[src/rtl/seq_divider.sv]
// Iterative unsigned restoring divider: 2W-bit dividend / W-bit divisor, one quotient bit per cycle.
// Optional build macro DIV_EARLY_EXIT_EN: a zero divisor skips the iterations and completes on the accept edge.
module seq_divider #(
    parameter int W = 3
) (
    input  logic           clk,
    input  logic           rst,
    input  logic           in_valid,
    output logic           in_ready,
    input  logic [2*W-1:0] dividend,
    input  logic [W-1:0]   divisor,
    output logic           out_valid,
    input  logic           out_ready,
    output logic [2*W-1:0] quotient,
    output logic [W-1:0]   remainder,
    output logic           div_zero
);

    localparam int DW = 2 * W;
    localparam int CW = (DW > 2) ? $clog2(DW) : 1;
    localparam logic [CW-1:0] LAST = CW'(DW - 1);

    typedef enum logic [1:0] {
        IDLE = 2'd0,
        BUSY = 2'd1,
        DONE = 2'd2
    } state_t;

    state_t state_reg, state_next;

    logic [DW-1:0] dividend_reg;
    logic [W-1:0]  divisor_reg;
    logic [W-1:0]  part_reg;
    logic [DW-2:0] quo_reg;
    logic [CW-1:0] cnt_reg;
    logic [DW-1:0] quotient_reg;
    logic [W-1:0]  remainder_reg;
    logic          div_zero_reg;

    logic [CW-1:0] bit_idx;
    logic [W:0]    shifted;
    logic [W-1:0]  diff;
    logic          borrow;
    logic [W-1:0]  part_next;
    logic [DW-1:0] quo_next;
    logic          last_iter;
    logic          accept;
    logic          zero_in;
    logic          zero_held;

    // One restoring step: bring down the next dividend bit (MSB first), trial-subtract.
    assign bit_idx   = LAST - cnt_reg;
    assign shifted   = {part_reg, dividend_reg[bit_idx]};
    assign borrow    = shifted < {1'b0, divisor_reg};
    // The kept difference is always below the divisor, so W bits are enough.
    assign diff      = shifted[W-1:0] - divisor_reg;
    assign part_next = borrow ? shifted[W-1:0] : diff;
    assign quo_next  = {quo_reg, ~borrow};

    assign last_iter = (cnt_reg == LAST);
    assign accept    = in_valid && (state_reg == IDLE);
    assign zero_in   = (divisor == '0);
    assign zero_held = (divisor_reg == '0);

    assign in_ready  = (state_reg == IDLE);
    assign out_valid = (state_reg == DONE);
    assign quotient  = quotient_reg;
    assign remainder = remainder_reg;
    assign div_zero  = div_zero_reg;

    always_ff @(posedge clk) begin
        if (rst) begin
            state_reg <= IDLE;
        end else begin
            state_reg <= state_next;
        end
    end

    always_comb begin
        state_next = state_reg;
        case (state_reg)
            IDLE: begin
                if (accept) begin
`ifdef DIV_EARLY_EXIT_EN
                    state_next = zero_in ? DONE : BUSY;
`else
                    state_next = BUSY;
`endif
                end
            end
            BUSY: begin
                if (last_iter) begin
                    state_next = DONE;
                end
            end
            DONE: begin
                if (out_ready) begin
                    state_next = IDLE;
                end
            end
            default: state_next = IDLE;
        endcase
    end

    always_ff @(posedge clk) begin
        if (rst) begin
            dividend_reg  <= '0;
            divisor_reg   <= '0;
            part_reg      <= '0;
            quo_reg       <= '0;
            cnt_reg       <= '0;
            quotient_reg  <= '0;
            remainder_reg <= '0;
            div_zero_reg  <= 1'b0;
        end else begin
            case (state_reg)
                IDLE: begin
                    if (accept) begin
                        dividend_reg <= dividend;
                        divisor_reg  <= divisor;
                        part_reg     <= '0;
                        quo_reg      <= '0;
                        cnt_reg      <= '0;
`ifdef DIV_EARLY_EXIT_EN
                        if (zero_in) begin
                            quotient_reg  <= '1;
                            remainder_reg <= dividend[W-1:0];
                            div_zero_reg  <= 1'b1;
                        end
`else
                        if (zero_in) begin
                            div_zero_reg <= 1'b0;
                        end
`endif
                    end
                end
                BUSY: begin
                    part_reg <= part_next;
                    quo_reg  <= quo_next[DW-2:0];
                    if (!last_iter) begin
                        cnt_reg <= cnt_reg + 1'b1;
                    end else if (zero_held) begin
                        quotient_reg  <= '1;
                        remainder_reg <= dividend_reg[W-1:0];
                        div_zero_reg  <= 1'b1;
                    end else begin
                        quotient_reg  <= quo_next;
                        remainder_reg <= part_next;
                        div_zero_reg  <= 1'b0;
                    end
                end
                default: begin
                end
            endcase
        end
    end

endmodule

[config.mk]
export PLATFORM = sky130hd
export DESIGN_NAME = seq_divider
export DESIGN_NICKNAME = d
export VERILOG_FILES = /design/src/rtl/seq_divider.sv
export SDC_FILE = /design/constraint.sdc
export NUM_CORES = 1
export LEC_CHECK = 0
export ABC_AREA = 1
export ABC_CLOCK_PERIOD_IN_PS = 2600
export CORE_MARGIN = 4
export CORE_UTILIZATION = 45
export CTS_BUF_LIST = sky130_fd_sc_hd__clkbuf_4 sky130_fd_sc_hd__clkbuf_8
export CTS_CLUSTER_SIZE = 40
export DETAILED_ROUTE_END_ITERATION = 8
export PLACE_DENSITY = 0.67
export SLEW_MARGIN = 20
export SYNTH_ARGS = -nofsm -noshare
export SYNTH_HDL_FRONTEND = slang
export SYNTH_SLANG_ARGS = --single-unit
[constraint.sdc]
create_clock -name clk -period 2.6 [get_ports clk]
set_input_delay 0.52 -clock clk [delete_from_list [all_inputs] [get_ports clk]]
set_output_delay 0.52 -clock clk [all_outputs]
set_load 0.005 [all_outputs]
==> summary.md, run 1 <==
| Metric | Value |
|---|---|
| Status | `finished clean` |
| Actual slew at the worst max-slew pin | `0.570 ns` |
| Flop-to-flop setup slack | `0.24 ns` |
| Slew HR | `0.620` |
| Setup TNS | `0 ns` |
| Crit path cell chain | `inv_1 -> ha_1 -> nand3_1 -> and2_1 -> ha_1 -> fa_1 -> inv_1 -> nand2_1 -> nand2_1 -> inv_1 -> nand2_1 -> nand2_1 -> nand2_1 -> a31oi_1` |
| # nets final | `231` |
| Worst R2R Start | `cnt_reg[1]` |
| Rows | `20` |
| Syn Std Cell Area | `1450 um2` |
| HP Class | `reg2reg` |
| Critical Path Fanout Max | `5` |
| Critical Path AT | `2.59 ns` |
| Clk Latency, worst-skew pair | `0.34 ns` |
| Area Overhead vs Synth | `23.5%` |
| Register bit total from synthesis | `32` |
| Slowest CP cell | `dfxtp_2` |
| DRT Wirelength | `3.22 mm` |
| Core area | `3050 um2` |
| # IOs | `25` |
| First-pass iteration count of the detailed router | `4` |
| Clock-pin slew on the worst setup and hold paths | `0.10 ns` |
| Critical path data required time | `2.83 ns` |
| CP startpoint | `cnt_reg[1]` |
| Tmin final | `2.36 ns` |
| Antenna Cells | `0` |
| GP Congestion | `0.897` |
| Yosys warning count | `0` |
| Initial DRC Count | `45` |
| CTS tree | `yes` |
| Post-Synthesis Cells | `186` |
| Number of buffers created by CTS | `5` |
| Hold Startpoint | `quo_reg[4]` |
| Syn nets | `204` |
| Final hold violation count | `0` |
| Vias in the first global route | `1330` |
| Mapped Avg Cell Area | `7.78 um2` |
| Post-route clock period utilization | `0.906` |
| Worst Path Buf+Inv | `3` |
| Final setup vio count | `0` |
| Most used cell, CP | `nand2_1` |
| Worst setup SP type | `flop` |
| First-pass GRT wire length | `5.57 mm` |
| Clock sink count | `32` |
| RSZ-0062 raised after global routing | `no` |
| Largest stage delay on the critical path | `0.37 ns` |
| Total number of vias | `1299` |
| Starting Density | `0.474` |
| IO Port Bufs | `24` |
| Total power | `0.998 mW` |
| Maximum vdd drop | `0.303 mV` |
| Initial antenna violation count | `0` |
| Fillcell total | `312` |
| Share of layout cells above drive strength 1 | `0.145` |
| Reg2reg end | `remainder[2]` |
| Postcts setup bufs | `0` |
| Die ar. | `4190 um2` |
| Largest net degree at the start of global routing | `20` |
| Clk_skew | `0.00812 ns` |
| Worst R2R Path Depth | `14` |
| Worst Hold Path EP | `quo_reg[4]` |
| Congestion Overflow GR | `0` |
| Endpoint class of the critical path | `flop` |
| Delay-heaviest family, CP | `adder cells` |
| Vias per std cell | `5.03` |
| Gr usage total | `0.175` |
| Power density over the cells | `559 nW/um2` |
| Max Cap Violations | `0` |
| Hold_ws | `0.474 ns` |
| Antenna viol nets, final | `0` |
| WL/cell | `12.5 um` |
| Residual DRC | `0` |
| Leakage | `0.718 nW` |
| Kind of critical path | `reg2reg` |
| Achievable Freq | `0.424 GHz` |
| Root buf cell | `clkbuf_4` |
| Hold depth | `2` |
| Max-slew violation count | `0` |
| Clock buffer depth | `2` |
| H-tree depth | `2` |
| HPWL after DPL | `2.38 mm` |
| Die Y | `64.7 um` |
| Yosys cell types | `29` |
| Post-synthesis sequential area ratio | `0.443` |
| Die X | `64.7 um` |
[where the power goes]
part / total, mW / internal, mW / switching (mW)
combinational: 0.169 / 0.0649 / 0.104
sequential: 0.530 / 0.511 / 0.0190
clock: 0.300 / 0.128 / 0.172
[worst max-delay path by stage]
stage,endpoint,slack (ns),depth (start not counted)
3_5_place_dp,remainder[1],0.12,13
3_3_place_gp,remainder[1],0.27,13
2_1_floorplan,remainder[1],0.41,13
4_1_cts,remainder[1],0.10,13
5_1_grt,remainder[1],0.04,13
6_report,remainder[2],0.24,14
[synthesized netlist by cell type (all sizes together)]
cell    number  area (um2)
nor2        18        85.1
nor4         1        12.5
or2          1        6.26
clkinv       1        5.00
nor3         8        56.3
o21ai       22         118
clkbuf       1        3.75
inv         20        75.1
a31oi        2        12.5
dfxtp       32         641
fa           1        20.0
a21oi       21         113
nand3       10        62.6
and2         1        6.26
nand2       38         148
ha           4        50.1
buf          4        26.3
and3         1        6.26
[worst min-delay path: stages, from the launching register on]
cell and delay, ns:
dfxtp_1 0.32, nand2_1 0.06, a21oi_1 0.05
[cell families (layout without fill, tap and decap cells)]
| logic type | count (synthesis) | after routing | share of synthesized area |
|---|---|---|---|
| adder cells (fa/ha/maj) | 5 | 5 | 0.0484 |
| flip-flops | 32 | 32 | 0.443 |
| AND/OR/NAND/NOR | 78 | 78 | 0.265 |
| AO/OA/AOI/OAI | 45 | 45 | 0.168 |
| buffers and inverters | 26 | 54 | 0.0761 |
[timing repair]
action / in CTS / in global routing
hold buffers: 0 / 0
endpoints found under the setup margin: 0 / 4
resized for setup: 0 / 4
[layer usage]
metal,routed length [um],share of wire,global-route usage
met1,1400,0.43,0.183
met2,1610,0.50,0.307
met3,161,0.050,0.0728
met4,51,0.016,0.0712
met5,0,0,0
[cell usage in the layout, fill, tap and decap left out, drive strengths merged]
master,instances
nand2,38
dfxtp,32
clkdlybuf4s50,24
o21ai,22
a21oi,21
inv,20
nor2,18
nand3,10
nor3,8
clkbuf,6
ha,4
clkinv,3
a31oi,2
and2,1
or2,1
and3,1
nor4,1
fa,1
buf,1
[metrics by stage]
stage / area, um2 / util / setup slack [ns] / instances
2_1_floorplan: 1450 / - / 0.406 / 186
3_3_place_gp: 1720 / 0.563 / 0.271 / 250
3_5_place_dp: 1720 / 0.563 / 0.123 / 250
4_1_cts: 1780 / 0.583 / 0.101 / 258
5_1_grt: 1790 / 0.585 / 0.0413 / 258
6_report: 1790 / 0.585 / 0.243 / 258
[cell type report]
type | instances | area [um2] | area share
sequential | 32 | 643 | 0.360
multi-input combinational | 128 | 699 | 0.391
inverter | 21 | 80.1 | 0.0448
clock inverter | 2 | 10.0 | 0.00560
timing repair buffer | 25 | 248 | 0.139
clock buffer | 6 | 51.3 | 0.0287
tap | 44 | 55.1 | 0.0308
No activity file was read; power rests on OpenSTA's default activity.
==> inputs of run 2 (changes only) <==
--- a/config.mk
+++ b/config.mk
@@ -7,12 +7,12 @@
 export LEC_CHECK = 0
 export ABC_AREA = 1
 export ABC_CLOCK_PERIOD_IN_PS = 2600
-export CORE_MARGIN = 4
+export CORE_MARGIN = 1
 export CORE_UTILIZATION = 45
 export CTS_BUF_LIST = sky130_fd_sc_hd__clkbuf_4 sky130_fd_sc_hd__clkbuf_8
 export CTS_CLUSTER_SIZE = 40
 export DETAILED_ROUTE_END_ITERATION = 8
-export PLACE_DENSITY = 0.67
+export PLACE_DENSITY = 0.7
 export SLEW_MARGIN = 20
 export SYNTH_ARGS = -nofsm -noshare
 export SYNTH_HDL_FRONTEND = slang
==> run 2 against run 1 <==
  * Worst setup slack better by 0.0062 ns
  * Non-clock buffer count stayed put
  * Wire length increased by 1.1%
  * Count of clock-buffer cells in the layout increased by 1
  * Combinational power hardly changed
  * Hold slack improved by 0.011 ns
  * Flip-flop and latch count unchanged
  * First-iteration DRC count shrank 2.2%
  * Cell count is 0.39% lower
  * Via count down 0.77%
  * Fmax grew 0.26%
  * Largest cell class unchanged
==> summary.md, run 2 (synthesis gave the netlist of run 1 again) <==
| Metric | Value |
|---|---|
| Critical path data required time | `2.87 ns` |
| Worst Path Buf+Inv | `3` |
| Residual DRC | `0` |
| Core area | `3050 um2` |
| Kind of critical path | `reg2reg` |
| Final Instance Area | `1790 um2` |
| Power density over the cells | `568 nW/um2` |
| Most frequent cells in the layout | `nand2_1 (36), dfxtp_1 (30), clkdlybuf4s50_1 (24), a21oi_1 (19), inv_1 (16)` |
| Slew HR | `0.632` |
| Clock buffer depth | `2` |
| Share of layout cells above drive strength 1 | `0.136` |
| IO Port Bufs | `24` |
| Placed Area | `1720 um2` |
| Antenna Cells | `0` |
| Delay-heaviest family, CP | `adder cells` |
| # nets final | `231` |
| Maximum vdd drop | `0.275 mV` |
| H-tree depth | `2` |
| Critical Path AT | `2.62 ns` |
| Fillcell total | `295` |
| Gr usage total | `0.220` |
| HPWL after DPL | `2.35 mm` |
| Root buf cell | `clkbuf_4` |
| Clk Latency, worst-skew pair | `0.33 ns` |
| WL/cell | `12.7 um` |
| Antenna viol nets, final | `0` |
| Largest net degree at the start of global routing | `20` |
| Die ar. | `3450 um2` |
| Tmin final | `2.35 ns` |
| CTS tree | `yes` |
| Die X | `58.7 um` |
| Achievable Freq | `0.425 GHz` |
| GP Congestion | `0.916` |
| Area Overhead vs Synth | `23.5%` |
| First-pass GRT wire length | `5.60 mm` |
| Most common cell after layout, fill and taps aside | `nand2_1` |
| Slowest CP cell | `fa_1` |
| Setup TNS | `0 ns` |
| # IOs | `25` |
| Final hold violation count | `0` |
| Hold_buf cts | `0` |
| Clock sink count | `32` |
| Post-layout util | `0.585` |
| Crit path cell chain | `inv_1 -> ha_1 -> nand3_1 -> and2_1 -> ha_1 -> fa_1 -> inv_1 -> nand2_1 -> nand2_1 -> inv_1 -> o21ai_1 -> nand2_1 -> a31oi_1` |
| Die Y | `58.7 um` |
| Number of buffers created by CTS | `5` |
| RSZ-0062 raised after global routing | `no` |
| Clk_skew | `0.0100 ns` |
| Post-route clock period utilization | `0.904` |
| Area occupied by registers | `643 um2` |
| Critical Path Fanout Max | `5` |
| First-pass iteration count of the detailed router | `4` |
| Congestion Overflow GR | `0` |
| Multi-input logic area | `696 um2` |
| Vias in the first global route | `1298` |
| Endpoint class of the critical path | `flop` |
| Leakage | `0.716 nW` |
| Actual slew at the worst max-slew pin | `0.551 ns` |
| Max Cap Violations | `0` |
| Vias per std cell | `5.02` |
| Rows | `20` |
| Total number of vias | `1289` |
| Initial antenna violation count | `0` |
| HP Class | `reg2reg` |
| Worst setup SP type | `flop` |
| Clock-pin slew on the worst setup and hold paths | `0.10 ns` |
| Max-slew violation count | `0` |
| Final setup vio count | `0` |
| Starting Density | `0.474` |
| Largest stage delay on the critical path | `0.37 ns` |
| DRT Wirelength | `3.26 mm` |
| Status | `finished clean` |
| Initial DRC Count | `44` |
## run 2: cell types whose count changed in the layout (fill, tap and decap cells not counted)
cell,change
o21ai_1,+1
clkinv_2,-2
clkbuf_8,+1
o21ai_2,-1
## run 2: final cells by class
cell class,instances,share of cell area
sequential,32,0.360
inverter,21,0.0448
clock buffer,7,0.0364
tap,44,0.0308
timing repair buffer,25,0.139
multi-input combinational,128,0.389
## run 2: path summary, 6_finish.rpt
path / depth (start not counted) / to / startpoint / slack (ns)
worst max-delay path: 13 / remainder[1] / cnt_reg[1] / 0.25
worst min-delay path: 2 / quo_reg[4] / quo_reg[4] / 0.48
worst max register to register: 13 / remainder[1] / cnt_reg[1] / 0.25
worst min register to register: 2 / quo_reg[4] / quo_reg[4] / 0.48
## run 2: per-layer routing
metal	share of wire	track usage	vias up
met5	0	0	-
met4	0.014	0.0816	0
met3	0.040	0.0659	5
met2	0.50	0.386	27
met1	0.44	0.253	593
li1	-	-	664
## run 2: where the power goes
part	leakage, nW	switching [mW]	total, mW	internal, mW
clock	0.0374	0.165	0.318	0.153
combinational	0.417	0.103	0.167	0.0640
sequential	0.262	0.0187	0.529	0.511
total	0.716	0.287	1.01	0.728
## run 2: worst register-to-register path: cells and delay by family, from the launching register on
| kind | cells | cell delay, ns |
|---|---|---|
| flops | 1 | 0.36 |
| fa+ha+maj | 3 | 0.86 |
| buf+inv | 3 | 0.26 |
| simple gates | 5 | 0.53 |
| compound gates | 2 | 0.28 |
## run 2: what timing repair did
item | 4_1_cts | 5_1_grt
endpoints found under the hold margin | 0 | 0
setup buffers | 0 | 0
gates resized for setup | 0 | 3
setup endpoints to repair | 0 | 2
## run 2: metrics by stage
step	power [mW]	hold slack, ns	setup slack [ns]	cells
4_1_cts	1.02	0.486	0.142	257
2_1_floorplan	0.650	0.429	0.406	186
6_report	1.01	0.484	0.250	257
5_1_grt	1.06	0.507	0.0292	257
3_3_place_gp	0.697	0.451	0.274	250
3_5_place_dp	0.704	0.472	0.165	250
